`src/rtl/ibex_arb_pkg.sv`:
```
// ibex_arb_pkg: shared types and limits for the instr/data memory arbiter
package ibex_arb_pkg;
  typedef enum logic {ArbInstr, ArbData} arb_id_e;
  localparam int unsigned ArbMaxDepth = 8;
endpackage

```
`src/rtl/ibex_arb_id_fifo.sv`:
```
// ibex_arb_id_fifo: in-order FIFO of requester ids for granted-but-unanswered transactions
module ibex_arb_id_fifo
  import ibex_arb_pkg::*;
#(
  parameter int unsigned Depth = 2
) (
  input  logic    clk_i,
  input  logic    rst_i,
  input  logic    push,
  input  logic    pop,
  input  arb_id_e din,
  output logic    full,
  output logic    empty,
  output arb_id_e head
);
  localparam int unsigned PW = Depth > 1 ? $clog2(Depth) : 1;
  localparam int unsigned CW = $clog2(Depth + 1);
  arb_id_e        mem [Depth];
  logic [PW-1:0]  wr_ptr, rd_ptr;
  logic [CW-1:0]  cnt;
  logic           push_ok, pop_ok;
  assign full    = cnt == CW'(Depth);
  assign empty   = cnt == '0;
  assign head    = mem[rd_ptr];
  assign push_ok = push & ~full;
  assign pop_ok  = pop & ~empty;
  // pointers wrap modulo Depth; the wider count separates full from empty
  always_ff @(posedge clk_i) begin
    if (rst_i) begin
      wr_ptr <= '0;
      rd_ptr <= '0;
      cnt    <= '0;
    end else begin
      if (push_ok) begin
        mem[wr_ptr] <= din;
        wr_ptr      <= wr_ptr == PW'(Depth - 1) ? '0 : wr_ptr + 1'b1;
      end
      if (pop_ok) rd_ptr <= rd_ptr == PW'(Depth - 1) ? '0 : rd_ptr + 1'b1;
      cnt <= cnt + CW'(push_ok) - CW'(pop_ok);
    end
  end
endmodule

```
`src/rtl/ibex_mem_arbiter.sv`:
```
// ibex_mem_arbiter: round-robin sharing of one memory port between instr and data interfaces
module ibex_mem_arbiter
  import ibex_arb_pkg::*;
#(
  parameter int unsigned MaxOutstanding = 2,
  parameter int unsigned AddrWidth      = 32,
  parameter int unsigned DataWidth      = 32
) (
  input  logic                   clk_i,
  input  logic                   rst_i,
  input  logic                   instr_req_i,
  output logic                   instr_gnt_o,
  input  logic [AddrWidth-1:0]   instr_addr_i,
  output logic                   instr_rvalid_o,
  output logic [DataWidth-1:0]   instr_rdata_o,
  output logic                   instr_err_o,
  input  logic                   data_req_i,
  output logic                   data_gnt_o,
  input  logic                   data_we_i,
  input  logic [DataWidth/8-1:0] data_be_i,
  input  logic [AddrWidth-1:0]   data_addr_i,
  input  logic [DataWidth-1:0]   data_wdata_i,
  output logic                   data_rvalid_o,
  output logic [DataWidth-1:0]   data_rdata_o,
  output logic                   data_err_o,
  output logic                   mem_req_o,
  input  logic                   mem_gnt_i,
  output logic                   mem_we_o,
  output logic [DataWidth/8-1:0] mem_be_o,
  output logic [AddrWidth-1:0]   mem_addr_o,
  output logic [DataWidth-1:0]   mem_wdata_o,
  input  logic                   mem_rvalid_i,
  input  logic [DataWidth-1:0]   mem_rdata_i,
  input  logic                   mem_err_i,
  output logic                   unexp_rsp_o
);
  arb_id_e last_q, win, head;
  logic    full, empty, live, hs, rsp, unexp_q;
  assign live = ~rst_i;
  assign rsp  = live & mem_rvalid_i & ~empty;
  assign hs   = mem_req_o & mem_gnt_i;
  // pick the sole requester, or on a tie the side that was not granted last
  always_comb begin
    win         = instr_req_i & data_req_i ? (last_q == ArbInstr ? ArbData : ArbInstr)
                : data_req_i ? ArbData : ArbInstr;
    mem_req_o   = live & (instr_req_i | data_req_i) & ~full;
    mem_we_o    = live & win == ArbData & data_we_i;
    mem_be_o    = ~live ? '0 : win == ArbData ? data_be_i : '1;
    mem_addr_o  = ~live ? '0 : win == ArbData ? data_addr_i : instr_addr_i;
    mem_wdata_o = ~live || win == ArbInstr ? '0 : data_wdata_i;
    instr_gnt_o = hs & win == ArbInstr;
    data_gnt_o  = hs & win == ArbData;
  end
  // route the response to whichever side issued the oldest outstanding request
  always_comb begin
    instr_rvalid_o = rsp & head == ArbInstr;
    data_rvalid_o  = rsp & head == ArbData;
    instr_rdata_o  = live ? mem_rdata_i : '0;
    data_rdata_o   = live ? mem_rdata_i : '0;
    instr_err_o    = live & mem_err_i;
    data_err_o     = live & mem_err_i;
    unexp_rsp_o    = live & unexp_q;
  end
  // round-robin history and sticky flag for responses nobody asked for
  always_ff @(posedge clk_i) begin
    if (rst_i) begin
      last_q  <= ArbInstr;
      unexp_q <= 1'b0;
    end else begin
      if (hs) last_q <= win;
      if (mem_rvalid_i & empty) unexp_q <= 1'b1;
    end
  end
  ibex_arb_id_fifo #(.Depth(MaxOutstanding)) u_fifo (
    .clk_i (clk_i),
    .rst_i (rst_i),
    .push  (hs),
    .pop   (rsp),
    .din   (win),
    .full  (full),
    .empty (empty),
    .head  (head)
  );
endmodule
```
`config.mk`:
```
export PLATFORM = sky130hd
export DESIGN_NAME = ibex_mem_arbiter
export DESIGN_NICKNAME = d
export VERILOG_FILES = /design/src/rtl/ibex_arb_pkg.sv /design/src/rtl/ibex_arb_id_fifo.sv /design/src/rtl/ibex_mem_arbiter.sv
export SDC_FILE = /design/constraint.sdc
export NUM_CORES = 1
export LEC_CHECK = 0
export ABC_CLOCK_PERIOD_IN_PS = 4400
export BUFFER_PORTS_ARGS = -buffer_cell sky130_fd_sc_hd__buf_4
export CAP_MARGIN = 20
export CORE_AREA = 2 2 109 111
export CTS_CLUSTER_DIAMETER = 80
export CTS_CLUSTER_SIZE = 25
export DETAILED_ROUTE_END_ITERATION = 8
export DIE_AREA = 0 0 111 113
export PLACE_DENSITY_LB_ADDON = 0.1
export SLEW_MARGIN = 20
export SYNTH_ARGS = -nofsm -noshare
export SYNTH_HDL_FRONTEND = slang
export SYNTH_SLANG_ARGS = --single-unit
```
`constraint.sdc`:
```
create_clock -name clk_i -period 4.4 [get_ports clk_i]
set_input_delay 0.88 -clock clk_i [delete_from_list [all_inputs] [get_ports clk_i]]
set_output_delay 0.88 -clock clk_i [all_outputs]
set_load 0.01 [all_outputs]
```
==> impl_metrics.csv <==
group,metric,value,unit
power,pwr-share-comb,59.9,%
clock_tree,path_clk_slew,0.04,ns
clock_tree,clockBufferDepth,2,
detailed_routing,wire_per_inst,11.8,µm
synthesis,synth_enable_flop_cells,2,
power,leakagePower,0.00200,µW
worst_hold_path,min_path_cells,2,
synthesis,synth_nets,411,
detailed_routing,drt-total-wl,7610,µm
place,dp.cells,643,
clock_tree,cts_buffers,3,
die,start_util,14.5,%
synthesis,synth_flop_cell,"dfxtp_1",
critical_path,crit_path_max_incr_delay,0.60,ns
die,fp.coreArea,0.0113,mm²
critical_path,cp_data_arrival_time,2.21,ns
critical_path,critPathCaptureType,"output port",
final_layout,drive_above_1_share,57.7,%
clock_tree,cts.sinks,9,
power,cellInternalPower,463,µW
synthesis,synth_common_cells,"nand2_1, a21oi_1, nor2b_1, and2_1, buf_4",
synthesis,netlist.area_leader.share,15.2,%
synthesis,yosysUniqueCellTypes,30,
detailed_routing,dr.first_iter.drc_count,59,
critical_path,critPathKind,"input port to output port",
synthesis,synth_cells,270,
timing,period_share,70.1,%
place,port_buffers,280,
place,gp_congestion,0.745,
timing,rsz0062_at_grt,"no",
detailed_routing,postRouteAntennaNets,0,
power,pwr_density_cell,188,mW/mm²
grt,grt_pass1_vias,2393,
clock_tree,cts_root_buf,"clkbuf_16",
critical_path,crit_fanout,82,
grt,grt_max_degree,83,
power,switching_power,230,µW
synthesis,synthArstFlopShare,0,%
critical_path,crit_chain,"buf_4 > nor2_1 > buf_4 > and2_1 > buf_4",
die,die_area,0.0125,mm²
timing,fin_worst_skew,0.000206,ns
power,netSwitchingFraction,33.2,%
timing,setup_viol,0,
critical_path,cp-start-kind,"input port",
critical_path,r2r_setup_slack,2.43,ns
clock_tree,cts_resized,0,
detailed_routing,drc_errors,0,
critical_path,worstReg2RegStart,"u_fifo.cnt[0]",
place,hpwl,6270,µm
critical_path,cpMostUsedCell,"buf_4",
synthesis,yosys-top-cells-area,"buf_4, nand2_1, nor2b_1",
final_layout,antennaDiodeCount,0,
timing,fmax,324,MHz
final_layout,nets,646,
grt,gr-total-overflow,0,
timing,period_minus_slack,3.09,ns
die,row_count,39,
power,irDropWorstVdd,0.170,mV
critical_path,ff2ff_path_depth,5,
clock_tree,postCtsHoldBufs,0,
synthesis,synth.most_common_cell,"nand2_1",
die,die_w,111,µm
timing,hold_viol_final,0,
detailed_routing,dr_total_vias,2508,
timing,finalMaxSlewViolations,0,
grt,grt_usage,11.0,%
clock_tree,postCtsSetupBuffers,0,
synthesis,syn_area_per_cell,6.04,µm²
critical_path,slowest_stage,"buf_4",
worst_hold_path,holdPathEnd,"unexp_q",
timing,max_slew.worst_pin.slew,0.792,ns
worst_hold_path,hold_path.startpoint,"unexp_q",
clock_tree,clk_latency,0.23,ns
outcome,outcome,"completed",
final_layout,syn_to_final_growth,125,%
die,die_h,113,µm
clock_tree,htree_levels,1,
clock_tree,cts_tree,"yes",
grt,grt_first_pass_wirelength,11400,µm
detailed_routing,vias_per_cell,3.88,
critical_path,rr_endpoint,"u_fifo.cnt[1]",
job,drv_cap,0,
synthesis,yosysWarnings,0,
die,ios,281,
detailed_routing,dr.pass1.iters,4,
critical_path,worst_ep_required_time,3.52,ns
power,seq_power_share,17.2,%
timing,tns,0,ns
timing,max_slew_margin,47.2,%
synthesis,synth_seq_cells,9,
synthesis,syn_area,0.00163,mm²
synthesis,seq_area_frac_synth,12.3,%
power,pwr-share-clk,22.9,%
synthesis,yosys.area.top_type,"buf_4",
grt,antenna_found_initial,0,
worst_hold_path,hold_path_class,"flop to flop",
final_layout,final_cell_count_no_fill,647,
kinds of logic after synthesis:
group                      synth area share (%)
AOI/OAI and AO/OA                          12.0
xor gates and xnor gates                  0.537
adders and majority gates                 0.767
buffers and inverters                      21.0
DFF                                        12.3
muxes                                      2.84
and+or+nand+nor                            50.5
layout by cell type, fill, tap and decap left out, types with 2 or more instances in the layout:
master,instances
a21oi_1,35
and2_1,34
buf_4,283
clkbuf_16,3
dfxtp_1,7
edfxtp_1,2
mux2i_1,2
nand2_1,64
nand2b_1,3
nor2_1,18
nor2b_1,35
nor3_1,2
worst max path at each step:
stage          start               to  slack (ns)  cells after the start
3_5_place_dp   rst_i  mem_wdata_o[17]        1.28                      5
6_report       rst_i   mem_wdata_o[8]        1.31                      5
3_3_place_gp   rst_i    u_fifo.cnt[1]        1.30                      6
2_1_floorplan  rst_i       data_gnt_o        1.66                      4
4_1_cts        rst_i  mem_wdata_o[17]        1.28                      5
5_1_grt        rst_i   mem_wdata_o[3]        1.12                      5
power groups by stage:
stage	sequential, µW	combinational [µW]	clock, µW
floorplan	118	214	0
global placement	120	418	0
detailed placement	121	420	0
CTS	120	422	163
global route	122	454	169
finish	119	415	159
layer usage:
layer	wire, µm	global-route usage [%]
met5	0	0
met4	126	2.75
met3	593	2.95
met2	4170	21.3
met1	2720	11.7
final cells by class:
| type | instances | area, µm² |
|---|---|---|
| fill | 1251 | 7590 |
| timing repair buffer | 283 | 2120 |
| multi-input combinational | 206 | 1090 |
| sequential | 9 | 200 |
| tap | 143 | 179 |
| clock buffer | 4 | 78.8 |
| inverter | 2 | 7.51 |
stage by stage:
| step | hold slack, ns | cell area [µm²] | setup slack (ns) | utilization [%] | power, µW |
|---|---|---|---|---|---|
| detailed placement | 0.474 | 3600 | 1.28 | 31.9 | 541 |
| CTS | 0.480 | 3680 | 1.28 | 32.6 | 705 |
| global route | 0.506 | 3680 | 1.12 | 32.6 | 745 |
| global placement | 0.451 | 3600 | 1.30 | 31.9 | 538 |
| finish | 0.471 | 3680 | 1.31 | 32.6 | 693 |
| floorplan | 0.429 | 1630 | 1.66 | - | 332 |
worst max-delay path: cells and delay by family:
kind | cells | cell delay (ns)
buffers and inverters | 3 | 0.98
AND/OR/NAND/NOR | 2 | 0.29
No activity file was read; power rests on OpenSTA's default activity.
